--- src/rtl/cnn_accel_pkg.sv ---
// Shared accelerator package.
// Holds the default widths, the address-generator FSM encoding and the
// lane-slice helper that locates lane i inside a packed multi-lane bus.
package cnn_accel_pkg;

  localparam int unsigned DEF_VECTOR_SIZE = 8;
  localparam int unsigned DEF_ADDR_WIDTH  = 12;
  localparam int unsigned DEF_DIM_WIDTH   = 8;

  typedef enum logic [1:0] {
    ST_IDLE = 2'd0,
    ST_INIT = 2'd1,
    ST_RUN  = 2'd2,
    ST_DONE = 2'd3
  } win_state_e;

  // Lowest bit of lane 'lane' in a bus of 'width'-bit lanes.
  function automatic int unsigned lane_lsb(input int unsigned lane, input int unsigned width);
    return lane * width;
  endfunction

endpackage

--- src/rtl/conv_window_addr_gen_counter.sv ---
// Loop counter used by the window address generator.
// Counts 0 .. limit-1 by one on each advance; 'done' is high while the count
// sits on its final value, so chained counters advance on (adv && done).
// Ports: clk, rst_n (synchronous, active-low), clr (restart at 0),
//        adv (step), limit (trip count), done (count is last value).
module conv_window_addr_gen_counter #(
  parameter int unsigned WIDTH = 8
) (
  input  logic             clk,
  input  logic             rst_n,
  input  logic             clr,
  input  logic             adv,
  input  logic [WIDTH-1:0] limit,
  output logic             done
);

  logic [WIDTH-1:0] count_q;
  logic [WIDTH-1:0] count_d;
  logic [WIDTH:0]   count_inc;

  // Next count and end-of-loop detection (extra bit avoids wrap at 2^WIDTH-1).
  always_comb begin
    count_inc = {1'b0, count_q} + {{WIDTH{1'b0}}, 1'b1};
    done      = (count_inc >= {1'b0, limit});
    if (clr) begin
      count_d = '0;
    end else if (adv) begin
      count_d = done ? '0 : count_inc[WIDTH-1:0];
    end else begin
      count_d = count_q;
    end
  end

  // Count register.
  always_ff @(posedge clk) begin
    if (!rst_n) begin
      count_q <= '0;
    end else begin
      count_q <= count_d;
    end
  end

endmodule

--- src/rtl/conv_window_addr_gen.sv ---
// Convolution window address generator.
// Walks every output position (oy, ox) of a strided 2-D convolution and, for
// each filter row and VECTOR_SIZE-wide column chunk, issues one beat holding
// per-lane data and filter element addresses plus a lane-valid mask.
// Ports: clkIn/rstIn (sync active-low); dims, stride and bases are latched
// on an accepted startIn; beats use validOut/readyIn; lastOut marks the final
// beat of a window; busyOut/doneOut/errOut report run status.
module conv_window_addr_gen
  import cnn_accel_pkg::*;
#(
  parameter int unsigned VECTOR_SIZE = DEF_VECTOR_SIZE,
  parameter int unsigned ADDR_WIDTH  = DEF_ADDR_WIDTH,
  parameter int unsigned DIM_WIDTH   = DEF_DIM_WIDTH
) (
  input  logic                              clkIn,
  input  logic                              rstIn,
  input  logic [DIM_WIDTH-1:0]              dataRowsIn,
  input  logic [DIM_WIDTH-1:0]              dataColsIn,
  input  logic [DIM_WIDTH-1:0]              filtRowsIn,
  input  logic [DIM_WIDTH-1:0]              filtColsIn,
  input  logic [DIM_WIDTH-1:0]              strideIn,
  input  logic [ADDR_WIDTH-1:0]             dataBaseIn,
  input  logic [ADDR_WIDTH-1:0]             filtBaseIn,
  input  logic                              startIn,
  input  logic                              readyIn,
  output logic [VECTOR_SIZE*ADDR_WIDTH-1:0] dataAddrOut,
  output logic [VECTOR_SIZE*ADDR_WIDTH-1:0] filtAddrOut,
  output logic [VECTOR_SIZE-1:0]            laneValidOut,
  output logic                              validOut,
  output logic                              lastOut,
  output logic                              busyOut,
  output logic                              doneOut,
  output logic                              errOut
);

  localparam int unsigned LOG2V = $clog2(VECTOR_SIZE);
  localparam int unsigned BUS_W = VECTOR_SIZE * ADDR_WIDTH;

  win_state_e state_q, state_d;

  logic [DIM_WIDTH-1:0]  data_rows_q, data_rows_d, data_cols_q, data_cols_d;
  logic [DIM_WIDTH-1:0]  filt_rows_q, filt_rows_d, filt_cols_q, filt_cols_d;
  logic [DIM_WIDTH-1:0]  stride_q, stride_d;
  logic [ADDR_WIDTH-1:0] data_base_q, data_base_d, filt_base_q, filt_base_d;
  logic [DIM_WIDTH-1:0]  out_rows_q, out_rows_d, out_cols_q, out_cols_d, beats_q, beats_d;
  logic [ADDR_WIDTH-1:0] row_step_q, row_step_d;
  // Running sums: oy*stride*dataCols, ox*stride, fr*dataCols, fr*filtCols, fc.
  logic [ADDR_WIDTH-1:0] oy_off_q, oy_off_d, ox_off_q, ox_off_d;
  logic [ADDR_WIDTH-1:0] fr_doff_q, fr_doff_d, fr_foff_q, fr_foff_d;
  logic [DIM_WIDTH-1:0]  fc_elem_q, fc_elem_d;
  logic                  issued_all_q, issued_all_d;
  logic                  valid_q, valid_d, last_q, last_d, busy_q, busy_d;
  logic                  done_q, done_d, err_q, err_d;
  logic [VECTOR_SIZE-1:0] lane_valid_q, lane_valid_d;
  logic [BUS_W-1:0]      data_addr_q, data_addr_d, filt_addr_q, filt_addr_d;

  logic                  cfg_illegal, load, accept, clr_cnt;
  logic                  fc_last, fr_last, ox_last, oy_last;
  logic                  adv_fr, adv_ox, adv_oy;
  logic [DIM_WIDTH-1:0]  diff_rows, diff_cols;
  logic [DIM_WIDTH:0]    beats_sum;
  logic [31:0]           lane_col;
  logic [VECTOR_SIZE-1:0] lane_en;
  logic [BUS_W-1:0]      lane_data, lane_filt;

  assign cfg_illegal = (dataRowsIn == '0) || (dataColsIn == '0) || (filtRowsIn == '0) ||
                       (filtColsIn == '0) || (strideIn == '0) ||
                       (filtRowsIn > dataRowsIn) || (filtColsIn > dataColsIn);

  assign accept = valid_q && readyIn;
  assign adv_fr = load && fc_last;
  assign adv_ox = adv_fr && fr_last;
  assign adv_oy = adv_ox && ox_last;

  conv_window_addr_gen_counter #(.WIDTH(DIM_WIDTH)) u_fc_cnt (
    .clk(clkIn), .rst_n(rstIn), .clr(clr_cnt), .adv(load),   .limit(beats_q),     .done(fc_last)
  );
  conv_window_addr_gen_counter #(.WIDTH(DIM_WIDTH)) u_fr_cnt (
    .clk(clkIn), .rst_n(rstIn), .clr(clr_cnt), .adv(adv_fr), .limit(filt_rows_q), .done(fr_last)
  );
  conv_window_addr_gen_counter #(.WIDTH(DIM_WIDTH)) u_ox_cnt (
    .clk(clkIn), .rst_n(rstIn), .clr(clr_cnt), .adv(adv_ox), .limit(out_cols_q),  .done(ox_last)
  );
  conv_window_addr_gen_counter #(.WIDTH(DIM_WIDTH)) u_oy_cnt (
    .clk(clkIn), .rst_n(rstIn), .clr(clr_cnt), .adv(adv_oy), .limit(out_rows_q),  .done(oy_last)
  );

  // Per-lane addresses for the beat the counters currently point at.
  always_comb begin
    lane_col  = '0;
    lane_en   = '0;
    lane_data = '0;
    lane_filt = '0;
    for (int unsigned i = 0; i < VECTOR_SIZE; i++) begin
      lane_col   = 32'(fc_elem_q) + i;
      lane_en[i] = (lane_col < 32'(filt_cols_q));
      if (lane_en[i]) begin
        lane_data[lane_lsb(i, ADDR_WIDTH) +: ADDR_WIDTH] =
          data_base_q + oy_off_q + fr_doff_q + ox_off_q + ADDR_WIDTH'(lane_col);
        lane_filt[lane_lsb(i, ADDR_WIDTH) +: ADDR_WIDTH] =
          filt_base_q + fr_foff_q + ADDR_WIDTH'(lane_col);
      end else begin
        lane_data[lane_lsb(i, ADDR_WIDTH) +: ADDR_WIDTH] = '0;
        lane_filt[lane_lsb(i, ADDR_WIDTH) +: ADDR_WIDTH] = '0;
      end
    end
  end

  // Window-size arithmetic evaluated once, in INIT, from the latched config.
  always_comb begin
    diff_rows = data_rows_q - filt_rows_q;
    diff_cols = data_cols_q - filt_cols_q;
    beats_sum = {1'b0, filt_cols_q} + (DIM_WIDTH + 1)'(VECTOR_SIZE - 1);
  end

  // FSM next state, loop bookkeeping and next beat outputs.
  always_comb begin
    state_d      = state_q;
    data_rows_d  = data_rows_q;
    data_cols_d  = data_cols_q;
    filt_rows_d  = filt_rows_q;
    filt_cols_d  = filt_cols_q;
    stride_d     = stride_q;
    data_base_d  = data_base_q;
    filt_base_d  = filt_base_q;
    out_rows_d   = out_rows_q;
    out_cols_d   = out_cols_q;
    beats_d      = beats_q;
    row_step_d   = row_step_q;
    oy_off_d     = oy_off_q;
    ox_off_d     = ox_off_q;
    fr_doff_d    = fr_doff_q;
    fr_foff_d    = fr_foff_q;
    fc_elem_d    = fc_elem_q;
    issued_all_d = issued_all_q;
    valid_d      = valid_q;
    last_d       = last_q;
    lane_valid_d = lane_valid_q;
    data_addr_d  = data_addr_q;
    filt_addr_d  = filt_addr_q;
    done_d       = 1'b0;
    err_d        = 1'b0;
    load         = 1'b0;
    clr_cnt      = 1'b0;

    case (state_q)
      ST_IDLE: begin
        if (startIn) begin
          data_rows_d = dataRowsIn;
          data_cols_d = dataColsIn;
          filt_rows_d = filtRowsIn;
          filt_cols_d = filtColsIn;
          stride_d    = strideIn;
          data_base_d = dataBaseIn;
          filt_base_d = filtBaseIn;
          if (cfg_illegal) begin
            err_d = 1'b1;
          end else begin
            state_d = ST_INIT;
          end
        end else begin
          state_d = ST_IDLE;
        end
      end
      ST_INIT: begin
        out_rows_d   = diff_rows / stride_q + DIM_WIDTH'(1);
        out_cols_d   = diff_cols / stride_q + DIM_WIDTH'(1);
        beats_d      = DIM_WIDTH'(beats_sum >> LOG2V);
        // Only multiply in the block: one-off row step used by the oy running sum.
        row_step_d   = ADDR_WIDTH'(stride_q) * ADDR_WIDTH'(data_cols_q);
        oy_off_d     = '0;
        ox_off_d     = '0;
        fr_doff_d    = '0;
        fr_foff_d    = '0;
        fc_elem_d    = '0;
        issued_all_d = 1'b0;
        valid_d      = 1'b0;
        clr_cnt      = 1'b1;
        state_d      = ST_RUN;
      end
      ST_RUN: begin
        // Refill the output register when empty or when its beat is taken.
        load = !issued_all_q && (!valid_q || readyIn);
        if (load) begin
          valid_d      = 1'b1;
          lane_valid_d = lane_en;
          data_addr_d  = lane_data;
          filt_addr_d  = lane_filt;
          last_d       = fc_last && fr_last;
          issued_all_d = fc_last && fr_last && ox_last && oy_last;
          fc_elem_d    = fc_last ? '0 : fc_elem_q + DIM_WIDTH'(VECTOR_SIZE);
          fr_doff_d    = !adv_fr ? fr_doff_q : (fr_last ? '0 : fr_doff_q + ADDR_WIDTH'(data_cols_q));
          fr_foff_d    = !adv_fr ? fr_foff_q : (fr_last ? '0 : fr_foff_q + ADDR_WIDTH'(filt_cols_q));
          ox_off_d     = !adv_ox ? ox_off_q  : (ox_last ? '0 : ox_off_q + ADDR_WIDTH'(stride_q));
          oy_off_d     = !adv_oy ? oy_off_q  : (oy_last ? '0 : oy_off_q + row_step_q);
        end else if (accept) begin
          valid_d      = 1'b0;
          last_d       = 1'b0;
          lane_valid_d = '0;
          data_addr_d  = '0;
          filt_addr_d  = '0;
        end else begin
          valid_d = valid_q;
        end
        if (accept && issued_all_q) begin
          done_d  = 1'b1;
          state_d = ST_DONE;
        end else begin
          state_d = ST_RUN;
        end
      end
      ST_DONE: begin
        state_d = ST_IDLE;
      end
      default: begin
        state_d = ST_IDLE;
      end
    endcase

    busy_d = (state_d != ST_IDLE);
  end

  // State, configuration, running sums and registered outputs.
  always_ff @(posedge clkIn) begin
    if (!rstIn) begin
      state_q      <= ST_IDLE;
      data_rows_q  <= '0;
      data_cols_q  <= '0;
      filt_rows_q  <= '0;
      filt_cols_q  <= '0;
      stride_q     <= '0;
      data_base_q  <= '0;
      filt_base_q  <= '0;
      out_rows_q   <= '0;
      out_cols_q   <= '0;
      beats_q      <= '0;
      row_step_q   <= '0;
      oy_off_q     <= '0;
      ox_off_q     <= '0;
      fr_doff_q    <= '0;
      fr_foff_q    <= '0;
      fc_elem_q    <= '0;
      issued_all_q <= 1'b0;
      valid_q      <= 1'b0;
      last_q       <= 1'b0;
      busy_q       <= 1'b0;
      done_q       <= 1'b0;
      err_q        <= 1'b0;
      lane_valid_q <= '0;
      data_addr_q  <= '0;
      filt_addr_q  <= '0;
    end else begin
      state_q      <= state_d;
      data_rows_q  <= data_rows_d;
      data_cols_q  <= data_cols_d;
      filt_rows_q  <= filt_rows_d;
      filt_cols_q  <= filt_cols_d;
      stride_q     <= stride_d;
      data_base_q  <= data_base_d;
      filt_base_q  <= filt_base_d;
      out_rows_q   <= out_rows_d;
      out_cols_q   <= out_cols_d;
      beats_q      <= beats_d;
      row_step_q   <= row_step_d;
      oy_off_q     <= oy_off_d;
      ox_off_q     <= ox_off_d;
      fr_doff_q    <= fr_doff_d;
      fr_foff_q    <= fr_foff_d;
      fc_elem_q    <= fc_elem_d;
      issued_all_q <= issued_all_d;
      valid_q      <= valid_d;
      last_q       <= last_d;
      busy_q       <= busy_d;
      done_q       <= done_d;
      err_q        <= err_d;
      lane_valid_q <= lane_valid_d;
      data_addr_q  <= data_addr_d;
      filt_addr_q  <= filt_addr_d;
    end
  end

  assign dataAddrOut  = data_addr_q;
  assign filtAddrOut  = filt_addr_q;
  assign laneValidOut = lane_valid_q;
  assign validOut     = valid_q;
  assign lastOut      = last_q;
  assign busyOut      = busy_q;
  assign doneOut      = done_q;
  assign errOut       = err_q;

endmodule

--- config.mk ---
export PLATFORM = sky130hd
export DESIGN_NAME = conv_window_addr_gen
export DESIGN_NICKNAME = d
export VERILOG_FILES = /design/src/rtl/cnn_accel_pkg.sv /design/src/rtl/conv_window_addr_gen_counter.sv /design/src/rtl/conv_window_addr_gen.sv
export SDC_FILE = /design/constraint.sdc
export NUM_CORES = 1
export LEC_CHECK = 0
export CORE_UTILIZATION = 33
export DETAILED_ROUTE_END_ITERATION = 16
export PLACE_DENSITY = 0.5
export SETUP_SLACK_MARGIN = 0.4
export SKIP_CTS_REPAIR_TIMING = 1
export SYNTH_ARGS = -nofsm -noshare
export SYNTH_HDL_FRONTEND = slang
export SYNTH_SLANG_ARGS = --single-unit
--- constraint.sdc ---
create_clock -name clkIn -period 13.4 [get_ports clkIn]
set_clock_uncertainty 0.15 [all_clocks]
set_input_delay 2.68 -clock clkIn [delete_from_list [all_inputs] [get_ports clkIn]]
set_output_delay 2.68 -clock clkIn [all_outputs]
set_load 0.02 [all_outputs]
==> results of run 1 <==
-- cell usage after synthesis, drive strengths merged, types with 24 or more instances --
library cell    n  area share (%)
dfxtp         391              29
nand2         362             5.0
nor2          346             4.8
ha            284              13
a21oi         251             4.6
inv           188             2.6
o21ai         172             3.2
xnor2         167             5.4
a22oi         161             4.4
clkbuf        140             1.9
xor2          109             3.5
nand3          85             1.6
nor3           61             1.2
fa             60             4.4
and2           54             1.2
o21a           50             1.4
a21o           49             1.3
nor2b          35            0.80
o21bai         29            0.80
a31oi          28            0.64
a211oi         25            0.71
buf            24            0.41
-- per-layer routing --
layer / wire [um] / track usage (%) / part of all wire, %
met5: 0 / 0 / 0
met2: 42200 / 35.0 / 46
met4: 2270 / 5.79 / 2.5
met3: 3950 / 2.66 / 4.3
met1: 42900 / 29.0 / 47
-- tightest hold or removal path, stage by stage, from the launching register on --
cell and delay (ps):
dfxtp_1 320, nand2_1 40, o21ai_0 50
-- worst max path at each step --
stage	slack (ps)	end	depth (start not counted)	start
floorplan	1290	out_rows_q[6]$_SDFFE_PN0P_	59	filt_rows_q[2]$_SDFFE_PN0P_
global placement	410	out_rows_q[6]$_SDFFE_PN0P_	55	filt_rows_q[0]$_SDFFE_PN0P_
detailed placement	370	out_rows_q[6]$_SDFFE_PN0P_	56	filt_rows_q[0]$_SDFFE_PN0P_
CTS	280	out_rows_q[6]$_SDFFE_PN0P_	56	filt_rows_q[0]$_SDFFE_PN0P_
global route	330	out_rows_q[6]$_SDFFE_PN0P_	60	filt_rows_q[2]$_SDFFE_PN0P_
finish	1220	out_rows_q[6]$_SDFFE_PN0P_	59	filt_rows_q[4]$_SDFFE_PN0P_
-- cells in the final DEF, fill, tap and decap left out, types with 27 or more instances in the layout --
| cell | n |
|---|---|
| a21oi_1 | 246 |
| buf_4 | 80 |
| xor2_1 | 109 |
| a31oi_1 | 27 |
| nor2_1 | 343 |
| o21ai_0 | 166 |
| o21a_1 | 49 |
| a22oi_1 | 161 |
| dfxtp_1 | 388 |
| and2_1 | 52 |
| fa_1 | 60 |
| nand2_1 | 360 |
| nand3_1 | 85 |
| nor2b_1 | 33 |
| clkbuf_16 | 49 |
| xnor2_1 | 162 |
| o21bai_1 | 29 |
| a21o_1 | 49 |
| ha_1 | 282 |
| nor3_1 | 60 |
| inv_1 | 183 |
| clkdlybuf4s50_1 | 272 |
-- state kept, by name, indices dropped and copies added (netlist names), 6 cells and up --
signal            count
filt_cols_q           8
out_cols_q            8
filtAddrOut          96
u_oy_cnt.count_q      8
filt_rows_q           8
data_cols_q           8
dataAddrOut          96
filt_base_q          12
data_rows_q           8
stride_q              8
out_rows_q            8
u_fr_cnt.count_q      8
data_base_q          12
fr_doff_q            12
ox_off_q             12
u_ox_cnt.count_q      8
beats_q               6
u_fc_cnt.count_q      8
laneValidOut          8
row_step_q           12
oy_off_q             12
fr_foff_q            12
-- cells by family (layout without fill, tap and decap cells) --
group                      count (synthesis)  in the layout  share of synthesized area (%)
AOI/OAI and AO/OA                        881            881                           20.8
xor gates and xnor gates                 276            276                           8.90
DFF                                      391            391                           28.7
muxes                                     37             37                           1.44
other                                      2             10                         0.0275
adders and majority gates                344            344                           17.4
buffers and inverters                    355            629                           4.96
and+or+nand+nor                         1075           1075                           17.8
-- cell type report --
class / instances / area [sq um] / area share (%)
Clock inverter: 14 / 238 / 0.715
Tap cell: 1070 / 1340 / 4.03
Sequential cell: 391 / 7830 / 23.6
Timing Repair Buffer: 352 / 3320 / 10.0
Multi-Input combinational cell: 2621 / 18300 / 55.1
Clock buffer: 72 / 1460 / 4.40
Inverter: 191 / 731 / 2.20
Antenna cell: 2 / 5.00 / 0.0151
-- power by group through the flow --
stage                     Sequential [uW]  Combinational (uW)  Clock [uW]
after floorplan                      1310                6500           0
after global placement               1290                8480           0
after detailed placement             1290                8490           0
after CTS                            1270                8570        1450
after global routing                 1270               10100        1490
final                                1270                8920        1420
-- through the flow --
step	instances	hold slack, ps
final	4713	301
after global routing	4712	323
after CTS	4698	305
after detailed placement	4612	293
after global placement	4612	285
after floorplan	3367	282
==> results.md, run 1 <==
* Maximum buffer depth of the clock tree at 3
* Hold Path Stages at 2
* Cell Area, Synth at 27300 sq um
* CP Class: flip-flop to flip-flop
* ANT nets after route at 0
* Hold Fails Final Rpt at 0
* Sequential Power Share at between 10 and 15%
* Post-route cell area at roughly 33000 sq um
* Reg2Reg Setup Slack at 1220 ps
* H-tree lvl count at 2
* Synthesized area per cell at between 8 and 9 sq um
* Core ar. at about 80000 sq um
* Status: finished with violations
* Actual slew at the worst max-slew pin at approximately 1100 ps
* VDD IR-drop max at 1.13 mV
* Layout area overhead at 21.7%
* Failing checks: DRC
* Number of synthesized flops with an enable pin at 0
* CTS Sinks at 391
* Clk root buf: clkbuf_16
* Net Sw Frac at 44.3%
* Vias/cell at about 5.1
* WHS Endpoint: dataAddrOut[95]$_SDFFE_PN0P_
* Cell Rows at 105
* Share of cells above drive strength 1 at about 6.7%
* Dpl cell area at 31400 sq um
* Final period util at 90.9%
* RSZ-0062 raised after global routing: true
* First-pass GRT wire length at 138000 um
* Yosys reg bits at approximately 390
* Critical-path top delay cell: ha_1
* DP Wirelength at slightly below 70000 um
* DR vias at approximately 24000
* Switching power at 5140 uW
* Die X at a little under 300 um
* Clk pin slew, worst setup/hold paths at 60 ps
* Ports at 273
* Count of different cell masters after synthesis at 78
* CP delay by family, top: compound AO/OA/AOI/OAI gates
* Startpoint types: flip-flop
* Initial Util at 33.3%
* Asr flop ratio synth at 0%
* Pwr/cell area at 349 nW/um^2
* CP Capture Type: flip-flop
* Most used DFF post-synth: dfxtp_1
* WL/cell at ~19 um
* WP buf/inv at 5
* P_leak at 0.0136 uW
* Pre-CTS setup slack at 368 ps
* Sequential element share of the synthesized area at 28.7%
* Slew HR at 24.9%
* Max-Cap Viols at 0
* Ys Warns at 0
* Hold path start: dataAddrOut[95]$_SDFFE_PN0P_
* FF-to-FF Start: filt_rows_q[4]$_SDFFE_PN0P_
* Fin util at 40.6%
* Cells after synthesis at 3361
* Residual DRC at 4
* Worst path max stage delay at 380 ps
* Combinational power share at 76.9%
* Final worst slack at 1220 ps
* Global-route usage over all layers at 21.2%
* Power share of the clock group at 12.2%
* Final nets at 4018
* Min-delay worst type: flip-flop to flip-flop
* Clk Latency, worst-skew pair at roughly 600 ps
* Fin crit period at 12180 ps
* Largest net degree at the start of global routing at 133
* First drt pass iteration count at 11
* Total routed wirelength at 91300 um
* Internal at 6460 uW
* Setup_tns at 0 ps
* Worst-path maximum fanout at 12
* DIE AREA at 83900 sq um
* Reg-to-reg critical path endpoint: out_rows_q[6]$_SDFFE_PN0P_
* Endpoints failing setup at 0
* R2R cell count at 59
* Grt ovf at 0
* WP data arrival at approximately 13000 ps
* RePlAce Congestion at 0.860
* Total power at approximately 12000 uW
* Slew Viols, Final at 0
* Die H at roughly 290 um
* Peak Freq at 82.1 MHz
* Vias in the first global route at 22873
* CP Data Required Time at 13750 ps
* Antenna violations before repair at 1
* 1st-iter DRT viols at roughly 1500
* Most frequent CP cell: ha_1
* Number of buffers created by CTS at 49
* FILL cells at 8451
* CTS tree: yes
* IO buf count at 272
No activity file was read; power rests on OpenSTA's default activity.
==> inputs of run 2 (changes only) <==
--- a/config.mk
+++ b/config.mk
@@ -5,6 +5,8 @@
 export SDC_FILE = /design/constraint.sdc
 export NUM_CORES = 1
 export LEC_CHECK = 0
+export ABC_CLOCK_PERIOD_IN_PS = 13400
+export CORE_MARGIN = 8
 export CORE_UTILIZATION = 33
 export DETAILED_ROUTE_END_ITERATION = 16
 export PLACE_DENSITY = 0.5
@@ -12,4 +14,5 @@
 export SKIP_CTS_REPAIR_TIMING = 1
 export SYNTH_ARGS = -nofsm -noshare
 export SYNTH_HDL_FRONTEND = slang
+export SYNTH_HIERARCHICAL = 1
 export SYNTH_SLANG_ARGS = --single-unit
==> run 2 against run 1 <==
The run now ends clean. Sequential power is essentially flat. Critical path type unchanged. Maximum frequency decreased by 2.0%. Clock power fell by 8%. Combinational power decreased by 29%. Sequential share of layout area shrank 0.40 points. Die area increased by 12%. Register-to-register slack worse by 240 ps. Clock-buffer cell count down 4. Core utilization decreased by 0.16 points. Largest power group unchanged. First-iteration DRC count shrank 10%. Routed wire length is 5.6% higher.
==> results.md, run 2 <==
* First-pass GRT wire length at 148000 um (+7.0%)
* Total power at 8930 uW (-23%)
* Total routed wirelength at 96400 um (+5.6%)
* Vias/cell at 5.21 (+1.2%)
* Startpoint types: flip-flop
* Pwr/cell area at 264 nW/um^2 (-24%)
* CP Capture Type: flip-flop
* CP Data Required Time at 13670 ps (-80 ps)
* Most frequent CP cell: ha_1
* Number of buffers created by CTS at 47 (-4.1%)
* Vias in the first global route at 24045 (+5.1%)
* Dominant cell by count in the synthesized netlist: dfxtp_1
* Asr flop ratio synth at 0% (unchanged)
* Hold Fails Final Rpt at 0 (unchanged)
* Fin util at 40.4% (-0.16 points)
* Status: finished clean
* Placed Instances at 4718 (+2.3%)
* Actual slew at the worst max-slew pin at 1110 ps (-14.8 ps)
* Min-delay worst type: flip-flop to flip-flop
* ANT nets after route at 0 (unchanged)
* Yosys reg bits at 391 (unchanged)
* Residual DRC at 0 (-4)
* WP buf/inv at 2 (-3)
* Fin crit period at 12420 ps (+244 ps)
* Most common cell after layout, fill and taps aside: dfxtp_1
* DIE AREA at 94200 sq um (+12%)
* Clk root buf: clkbuf_16
* Cells after synthesis at 3415 (+1.6%)
* Multi-input logic area at 19100 sq um (+4.1%)
* Area share of the largest cell type after synthesis at 28.0% (-0.63 points)
* VDD IR-drop max at 0.599 mV (-47%)
* Clk pin slew, worst setup/hold paths at 60 ps (about the same)
* First drt pass iteration count at 5 (-6)
* Initial Util at 33.4% (+0.058 points)
* Worst Setup EP: out_cols_q[6]$_SDFFE_PN0P_
* DP Wirelength at 71500 um (+3.2%)
* IO buf count at 272 (unchanged)
* Critical-path top delay cell: o41a_1
* Die X at 307 um (+5.9%)
* Worst-path maximum fanout at 7 (-5)
* Synth cell count leaders: 391 x dfxtp_1, 347 x nor2_1, 331 x nand2_1
* Max-Cap Viols at 0 (unchanged)
* Most frequent cells in the layout: 390 x dfxtp_1, 342 x nor2_1, 329 x nand2_1
* Number of synthesized flops with an enable pin at 0 (unchanged)
* CP delay by family, top: compound AO/OA/AOI/OAI gates
* Slew Viols, Final at 0 (unchanged)
* Ys Warns at 6 (+6)
* Grt ovf at 0 (unchanged)
* Critical Path Stages at 53 (-10%)
* Largest net degree at the start of global routing at 130 (-2.3%)
* Antenna violations before repair at 3 (+2)
* WL/cell at 20.0 um (+3.4%)
* Cell Area, Synth at 27900 sq um (+2.3%)
* Share of cells above drive strength 1 at 6.74% (+0.069 points)
* CTS tree: yes
* Core ar. at 83700 sq um (+2.1%)
* RSZ-0062 raised after global routing: true
* Final worst slack at 978 ps (-244 ps)
* Maximum buffer depth of the clock tree at 3 (unchanged)
* Sequential element share of the synthesized area at 28.0% (-0.63 points)
* Synthesized area per cell at 8.18 sq um (+0.65%)
* Peak Freq at 80.5 MHz (-2.0%)
* Ports at 273 (unchanged)
* R2R cell count at 53 (-10%)
* Worst Setup SP: filt_cols_q[2]$_SDFFE_PN0P_
* Register Area at 7830 sq um (about the same)
* Clk Latency, worst-skew pair at 620 ps (+20 ps)
* Endpoints failing setup at 0 (unchanged)
* Cell Rows at 106 (+0.95%)
* 1st-iter DRT viols at 1367 (-10%)
* Worst path max stage delay at 470 ps (+90 ps)
* Global-route usage over all layers at 19.7% (-1.5 points)
* Reg2Reg Setup Slack at 980 ps (-240 ps)
* RePlAce Congestion at 0.863 (+0.36%)
* Reg-to-reg critical path endpoint: out_cols_q[6]$_SDFFE_PN0P_
* Most used DFF post-synth: dfxtp_1
* H-tree lvl count at 2 (unchanged)
* Final period util at 92.7% (+1.8 points)
* Count of different cell masters after synthesis at 91 (+17%)
* P_leak at 0.0139 uW (+1.9%)
* Post-Layout Cell Count at 4814 (+2.1%)
* Area leader, netlist: dfxtp_1
* Final nets at 4056 (+0.95%)
* FILL cells at 8569 (+1.4%)
* CTS Sinks at 391 (unchanged)
* Final hold slack at 301 ps (-0.445 ps)
* Slew HR at 25.4% (+0.52 points)
* CP Class: flip-flop to flip-flop
* DR vias at 25070 (+3.3%)
* Pre-CTS setup slack at 55.3 ps (-312 ps)
* Die H at 307 um (+5.9%)
* WP data arrival at 12700 ps (+170 ps)
* FF-to-FF Start: filt_cols_q[2]$_SDFFE_PN0P_
* Layout area overhead at 21.0%
* Top cells by area, synth: dfxtp_1 28%, ha_1 13%, xnor2_1 5.3%
[run 2: changes by cell type in the layout (fill, tap and decap cells not counted), sizes merged, moves of 8 or more]
cell / change
a21o: +29
nand4b: +9
nand3: +23
xor2: -12
nand3b: +22
o31a: -8
and2: -9
nand2b: +34
nand2: -31
inv: -13
or3: -10
[run 2: how the worst min path moves through the flow]
| stage | start | to | slack, ps | cells after the start |
|---|---|---|---|---|
| final | filtAddrOut[59]$_SDFFE_PN0P_ | filtAddrOut[59]$_SDFFE_PN0P_ | 300 | 2 |
| after global routing | dataAddrOut[35]$_SDFFE_PN0P_ | dataAddrOut[35]$_SDFFE_PN0P_ | 330 | 2 |
| after CTS | filtAddrOut[59]$_SDFFE_PN0P_ | filtAddrOut[59]$_SDFFE_PN0P_ | 300 | 2 |
| after detailed placement | filtAddrOut[80]$_SDFFE_PN0P_ | filtAddrOut[80]$_SDFFE_PN0P_ | 290 | 2 |
| after global placement | filtAddrOut[95]$_SDFFE_PN0P_ | filtAddrOut[95]$_SDFFE_PN0P_ | 280 | 2 |
| after floorplan | data_rows_q[0]$_SDFFE_PN0P_ | data_rows_q[0]$_SDFFE_PN0P_ | 290 | 2 |
[run 2: final cells by class]
cell class	instances	area share (%)
clock inverter	16	0.648
multi-input combinational	2683	56.4
clock buffer	68	3.98
timing repair buffer	344	9.64
sequential	391	23.2
antenna	2	0.0148
tap	1134	4.20
inverter	176	1.98
[run 2: where the power goes]
part           internal [uW]  total (uW)  switching [uW]
logic                   3030        6370            3340
registers               1210        1240            35.1
clock network            759        1310             552
[run 2: per-stage QoR]
step,cell area [sq um],TNS (ps)
6_report,33800,0
5_1_grt,33800,0
4_1_cts,33500,-32.7
3_5_place_dp,32000,0
3_3_place_gp,32000,0
2_1_floorplan,28000,0
[run 2: tightest hold or removal path, stage by stage, from the launching register on]
cell     delay, ps
dfxtp_1        320
nand2_1         40
o21ai_0         50
[run 2: cells by family (layout without fill, tap and decap cells)]
family	count (synthesis)	in the layout	share of synthesized area [%]
mux	42	42	1.62
simple gates	1124	1124	18.9
compound gates	896	896	21.3
xor+xnor	266	266	8.37
flops	391	391	28.0
fa+ha+maj	345	345	17.1
other cells	2	12	0.0269
buf+inv	349	604	4.78
[run 2: layer usage]
| layer | up-vias | global-route usage, % | wire (um) |
|---|---|---|---|
| met2 | 541 | 33.2 | 45100 |
| met3 | 114 | 2.82 | 4340 |
| met4 | 0 | 5.34 | 2740 |
| met1 | 11949 | 26.2 | 44300 |
| met5 | - | 0 | 0 |
| li1 | 12466 | - | - |
